$ cat config.mk
export PLATFORM = sky130hd
export DESIGN_NAME = pipe_stage_reg
export DESIGN_NICKNAME = d
export VERILOG_FILES = /design/src/rtl/pipe_stage_reg.sv
export SDC_FILE = /design/constraint.sdc
export NUM_CORES = 1
export LEC_CHECK = 0
export BUFFER_PORTS_ARGS = -buffer_cell sky130_fd_sc_hd__buf_2
export CELL_PAD_IN_SITES_DETAIL_PLACEMENT = 0
export CELL_PAD_IN_SITES_GLOBAL_PLACEMENT = 1
export CORE_MARGIN = 5
export CORE_UTILIZATION = 43
export CTS_BUF_LIST = sky130_fd_sc_hd__clkbuf_8
export DETAILED_ROUTE_END_ITERATION = 7
export PLACE_DENSITY_LB_ADDON = 0.1
export SLEW_MARGIN = 20
export SYNTH_ARGS = -nofsm -noshare
export SYNTH_HDL_FRONTEND = slang
export SYNTH_SLANG_ARGS = --single-unit
$ cat constraint.sdc
create_clock -name clk_i -period 5.66 [get_ports clk_i]
set_input_delay 1.698 -clock clk_i [delete_from_list [all_inputs] [get_ports clk_i]]
set_output_delay 1.698 -clock clk_i [all_outputs]
set_load 0.1 [all_outputs]
$ cat src/rtl/pipe_stage_reg.sv
// pipe_stage_reg: pipeline stage register with flush/hold/load priority, stage FSM,
// saturating stall/flush counters and a sticky stall-run watchdog.
module pipe_stage_reg #(
  parameter int          CTRL_W    = 8,
  parameter int          CNT_W     = 16,
  parameter int          TIMEOUT   = 64,
  parameter logic [31:0] NOP_INSTR = 32'h0000_0013
) (
  input  logic              clk_i,
  input  logic              rst_ni,
  input  logic              enable_i,
  input  logic              flush_ni,
  input  logic              clr_cnt_i,
  input  logic              valid_i,
  input  logic [31:0]       pc_i,
  input  logic [31:0]       instr_i,
  input  logic [CTRL_W-1:0] ctrl_i,
  output logic              valid_o,
  output logic [31:0]       pc_o,
  output logic [31:0]       instr_o,
  output logic [CTRL_W-1:0] ctrl_o,
  output logic [1:0]        state_o,
  output logic [CNT_W-1:0]  stall_cnt_o,
  output logic [CNT_W-1:0]  flush_cnt_o,
  output logic              stall_timeout_o
);
  localparam logic [1:0] EMPTY  = 2'd0;
  localparam logic [1:0] FULL   = 2'd1;
  localparam logic [1:0] HOLD   = 2'd2;
  localparam logic [1:0] BUBBLE = 2'd3;
  localparam int RUN_W = $clog2(TIMEOUT + 1);
  localparam logic [RUN_W-1:0] RUN_MAX = RUN_W'(TIMEOUT);
  logic             flush, stall;
  logic [1:0]       state_nx;
  logic [RUN_W-1:0] run, run_nx;
  logic [CNT_W-1:0] stall_cnt_nx, flush_cnt_nx;
  // A hold with no valid instruction keeps EMPTY/BUBBLE as they are.
  always_comb begin
    flush        = !flush_ni;
    stall        = flush_ni && !enable_i;
    state_nx     = flush ? BUBBLE : !enable_i ? (valid_o ? HOLD : state_o) : (valid_i ? FULL : EMPTY);
    run_nx       = !stall ? '0 : (run == RUN_MAX) ? run : run + RUN_W'(1);
    stall_cnt_nx = stall_cnt_o + CNT_W'(stall && stall_cnt_o != '1);
    flush_cnt_nx = flush_cnt_o + CNT_W'(flush && flush_cnt_o != '1);
  end
  always_ff @(posedge clk_i or negedge rst_ni) begin
    if (!rst_ni) begin
      valid_o         <= 1'b0;
      pc_o            <= '0;
      instr_o         <= NOP_INSTR;
      ctrl_o          <= '0;
      state_o         <= EMPTY;
      stall_cnt_o     <= '0;
      flush_cnt_o     <= '0;
      run             <= '0;
      stall_timeout_o <= 1'b0;
    end else begin
      state_o <= state_nx;
      if (flush) begin
        valid_o <= 1'b0;
        pc_o    <= '0;
        instr_o <= NOP_INSTR;
        ctrl_o  <= '0;
      end else if (enable_i) begin
        valid_o <= valid_i;
        pc_o    <= pc_i;
        instr_o <= instr_i;
        ctrl_o  <= ctrl_i;
      end
      if (clr_cnt_i) begin
        stall_cnt_o     <= '0;
        flush_cnt_o     <= '0;
        run             <= '0;
        stall_timeout_o <= 1'b0;
      end else begin
        stall_cnt_o     <= stall_cnt_nx;
        flush_cnt_o     <= flush_cnt_nx;
        run             <= run_nx;
        stall_timeout_o <= stall_timeout_o || (run_nx == RUN_MAX);
      end
    end
  end
endmodule

* After elaboration in Yosys (flattened, before gate mapping)
Index checks and enable logic that the tools add are counted.
** Word-level totals
- Output and inout port bits :: 108
- Word-level logic and storage cells :: 42
- Bits in registers :: 115
- Input port bits :: 78
** Cells by class
- Reductions and logical operators :: 6
- Equality and inequality tests :: 6
- $add $sub $neg :: 3
- Mux-type cells :: 18
** Operators by type and width (number)
- $mux W32 :: 4
- $add A16 B1 Y16 :: 2
- $mux W16 :: 2
- $ne A16 B16 Y1 const B :: 2
- $mux W7 :: 3
- $mux W8 :: 2
- $eq A7 B7 Y1 const B :: 2
- $add A7 B1 Y7 const B :: 1
- $mux W2 :: 3
- $mux W1 :: 4
- $logic_and A1 B1 Y1 :: 3
- $ne A3 B2 Y1 const B :: 1
- $logic_not A1 Y1 :: 2
- $ne A2 B2 Y1 const B :: 1
- $logic_or A1 B1 Y1 :: 1

* Logic depth before layout (Yosys ltp)
- Word-level depth :: 6
- Mapped depth :: 11
- Depth with buffers taken out :: 9

* Worst setup path before layout
Ideal clock, no wire load.
- Path kind :: input to register
- Start point :: input port flush_ni
- End point :: register flush_cnt_o[15]
- Slack :: 2254 ps
- Path buffers :: 2
- Library setup time :: 125 ps
- Stages on the path :: 8
- Data required time :: 5535 ps
- Arrival time :: 3281 ps
- Cells stage by stage :: clkbuf_1 -> clkbuf_1 -> a41oi_1 -> ha_1 -> nand4_1 -> nor2_1 -> nand4_1 -> mux2_2
** Between the ends
- Word-level cells in the longest chain between the ends :: 4
** RTL lines
- from (decl) :: RTL line 12 : input logic flush_ni,
- $logic_not A1 Y1 :: RTL line 39 : flush = !flush_ni;
- $logic_and A1 B1 Y1 :: RTL line 44 : flush_cnt_nx = flush_cnt_o + CNT_W'(flush && flush_cnt_o != '1);
- $add A16 B1 Y16 :: RTL line 44
- $mux W16 :: RTL line 70 : if (clr_cnt_i) begin
- to (signal assigned) :: RTL line 77 : flush_cnt_o <= flush_cnt_nx;
- to (decl) :: RTL line 24 : output logic [CNT_W-1:0] flush_cnt_o,
Every way passes these cells.
A chain may end at the register's enable or synchronous reset.

* Worst setup path after layout
- Start point :: input port enable_i
- End point :: register stall_cnt_o[14]
** Between the ends
- Word-level cells in the longest chain between the ends :: 5
** RTL lines
- from (decl) :: RTL line 11 : input logic enable_i,
- $logic_not A1 Y1
- $logic_and A1 B1 Y1 :: RTL line 40 : stall = flush_ni && !enable_i;
- $logic_and A1 B1 Y1 :: RTL line 43 : stall_cnt_nx = stall_cnt_o + CNT_W'(stall && stall_cnt_o != '1);
- $add A16 B1 Y16 :: RTL line 43
- $mux W16 :: RTL line 70
- to (signal assigned) :: RTL line 76 : stall_cnt_o <= stall_cnt_nx;
- to (decl) :: RTL line 23 : output logic [CNT_W-1:0] stall_cnt_o,
Every way passes these cells.

==> out/qor.csv <==
stage,metric,value,unit
floorplan,ioPinCount,186,
routing,drtIter0Drc,195,
grt,met2_usage,26.8,%
logic_synthesis,synth_edf_count,0,
routing,drtPass1Iterations,4,
routing,drt_wl_total,12.9,mm
sta,grt_setup_unrepaired,false,
sta,slew_headroom,36.9,%
power,comb_power_share,21.1,%
hold_path,hold_class,flip-flop to flip-flop,
logic_synthesis,synth_nets,550,
cells_and_area,final_cell_mix,"183 x buf_2, 112 x dfrtp_1, 74 x nor2b_1, 72 x mux2i_1, 33 x nor2_1",
place,place.gp.congestion,0.815,
sta,fin_setup_tns,0,ps
cells_and_area,drive_gt1_share,33.9,%
logic_synthesis,yosysUniqueCellTypes,43,
logic_synthesis,yosysWarningCount,0,
logic_synthesis,synth_area,5300,um2
clocking,cts_root_buf,clkbuf_8,
grt,grt_use_met3,5.27,%
grt,grt_pass1_vias,4049,
clocking,cts_tree,built,
flow_run,maxCapViolations,0,
logic_synthesis,synth_top_area_share,52.9,%
sta,finalCritPeriodShare,60.0,%
clocking,hold_buffers,0,
cells_and_area,fin_cells,826,
place,dpl.hpwl,9.17,mm
clocking,cts_buffers,17,
cells_and_area,final_common_cell,buf_2,
power,pwr-share-seq,43.9,%
grt,grt_pass1_wl,20.7,mm
logic_synthesis,yosys_most_used_dff,dfrtp_1,
clocking,cts.sinks,115,
sta,setup_viol,0,
clocking,post_cts_buffers,0,
floorplan,die_w,121,um
logic_synthesis,synth.area.mux_share,13.8,%
critical_path,cp_data_required_time,6010,ps
logic_synthesis,yosysSeqAreaShare,54.4,%
power,power.internal,1.34,mW
clocking,clkLatencyLatePin,420,ps
clocking,path_clk_slew,60,ps
floorplan,die_h,121,um
logic_synthesis,ys_ff_latch,115,
critical_path,setup.worst_path.start,enable_i,
critical_path,end_kind,flip-flop,
clocking,clockBufferDepth,2,
place,place_inst,794,
power,p_leak,3.54,nW
sta,finalMaxSlewViolations,0,
grt,grt_max_degree,82,
sta,finalClockSkew,6.79,ps
critical_path,setup.worst_path.class,input pin to flip-flop,
clocking,post_cts_resized,0,
critical_path,worstReg2RegStart,stall_cnt_o[5]$_DFF_PN0_,
sta,fmax,0.295,GHz
cells_and_area,seqCellArea,2880,um2
floorplan,rows,40,
critical_path,crit_fanout,17,
logic_synthesis,synth_largest_area_cell,dfrtp_1,
routing,avgRoutedWirePerCell,15.6,um
power,p_clk_share,34.9,%
sta,timing.final.hold_violations,0,
critical_path,arrival,3740,ps
logic_synthesis,ys_async_sr_fraction,100,%
cells_and_area,fill_cells,1098,
floorplan,die_area,14600,um2
power,swShare,33.0,%
power,peakVddDrop,120,uV
clocking,htreeDepth,4,
grt,grt_overflow,0,
grt,use_met1,24.0,%
grt,gr-usage-all-layers,17.8,%
logic_synthesis,avgSynthCellArea,11.4,um2
logic_synthesis,synth-simple-area-share,19.5,%
critical_path,startpoint_type,input pin,
cells_and_area,area_growth,26.4,%
run_status,outcome,"complete, no violations",
floorplan,start_util,43.9,%
routing,via_per_inst,4.88,
sta,hold_ws,491,ps
grt,antenna_found_initial,0,
sta,tightest_slew,947,ps
sta,fin_crit,3390,ps
logic_synthesis,synth_fa_ha_area_share,1.42,%
cells_and_area,num_antenna_cells,0,
routing,drc,0,
routing,vias,4034,
logic_synthesis,synthXorXnorAreaFrac,4.46,%
place,port_buffers,185,
hold_path,hp-start,state_o[0]$_DFFE_PN0P_,
logic_synthesis,synth.area.top_cells,"dfrtp_1 53%, mux2i_1 14%, nor2b_1 8.7%",
routing,final_antenna_net_count,0,
grt,grt-busiest-layer,met2,
logic_synthesis,synth_top_family_by_area,simple AND/OR/NAND/NOR gates,
logic_synthesis,syn_inst,466,
cells_and_area,nets,729,
logic_synthesis,synth_compound_area_share,3.47,%
floorplan,core_area,12100,um2
power,switchingPower,658,uW
cells_and_area,multiInputGateArea,2260,um2
power,p_per_area,298,nW/um2
## power by group through the flow
| stage | registers [mW] | logic (mW) | clock network, mW |
|---|---|---|---|
| after floorplan | 1.13 | 0.0809 | 0 |
| after global placement | 0.890 | 0.422 | 0 |
| after detailed placement | 0.891 | 0.425 | 0 |
| after CTS | 0.876 | 0.425 | 0.725 |
| after global routing | 0.880 | 0.443 | 0.760 |
| final | 0.876 | 0.421 | 0.697 |
## flip-flops by register name (all words and copies together) (netlist names)
| signal | cells |
|---|---|
| stall_cnt_o | 16 |
| valid_o | 1 |
| stall_timeout_o | 1 |
| run | 7 |
| state_o | 2 |
| ctrl_o | 8 |
| pc_o | 32 |
| flush_cnt_o | 16 |
| instr_o | 32 |
## through the flow
stage | total power, mW | setup WS [ps] | utilization (%) | instance area [um2]
floorplan | 1.21 | 2250 | - | 5300
global placement | 1.31 | 1870 | 52.4 | 6320
detailed placement | 1.32 | 1830 | 52.4 | 6320
CTS | 2.03 | 2290 | 55.5 | 6700
global route | 2.08 | 2200 | 55.5 | 6700
finish | 1.99 | 2270 | 55.5 | 6700
## final cells by class
type                            instances  share of cell area (%)
Tap cell                              168                    3.14
Timing Repair Buffer                  188                    14.3
Clock inverter                         10                    1.01
Clock buffer                           22                    4.52
Sequential cell                       115                    43.0
Inverter                                5                   0.280
Multi-Input combinational cell        318                    33.8
## synthesized netlist by cell type (2+ instances only)
master	n
o21ai_0	8
a21oi_1	9
or3_1	5
xnor2_1	10
and4_1	3
ha_1	6
buf_6	2
dfstp_2	3
nand4_1	14
mux2i_1	72
a21boi_0	2
nor2_1	33
nor2b_1	74
a211oi_1	2
xor2_1	17
dfrtp_1	112
and3_1	4
inv_1	5
nor3_1	6
buf_2	12
nand2b_1	3
and3b_1	2
and2_1	2
nand3_1	13
o31ai_1	3
clkbuf_1	13
nand2_1	15
## path summary, 6_finish.rpt
path,end,slack (ps),depth (start not counted)
worst max-delay path,stall_cnt_o[14]$_DFF_PN0_,2270,8
worst max register to register,stall_cnt_o[14]$_DFF_PN0_,3150,9
max in group asynchronous,pc_o[2]$_DFFE_PN0P_,3390,2
min in group asynchronous,instr_o[30]$_DFFE_PN0P_,1310,1
worst min register to register,state_o[0]$_DFFE_PN0P_,490,2
worst min-delay path,state_o[0]$_DFFE_PN0P_,490,2
## cell families (layout without fill, tap and decap cells)
kind of cell | Yosys count | in the layout
mux | 73 | 73
xor+xnor | 27 | 27
fa+ha+maj | 6 | 6
flops | 115 | 115
compound gates | 30 | 30
simple gates | 182 | 182
buf+inv | 33 | 225
## metal layers
metal	routed length (um)	share of wire, %	up-vias
li1	-	-	1947
met1	5810	45	1928
met2	5920	46	133
met3	864	6.7	26
met4	303	2.3	0
met5	0	0	-
## worst max-delay path, cell delays in order
cell and delay (ps):
buf_4 200, nor2b_1 340, nor2b_1 230, ha_1 190, and4_1 370, nand2_4 90
or4_1 470, a21oi_1 150
Note: power is estimated with default switching activity, not from simulation.
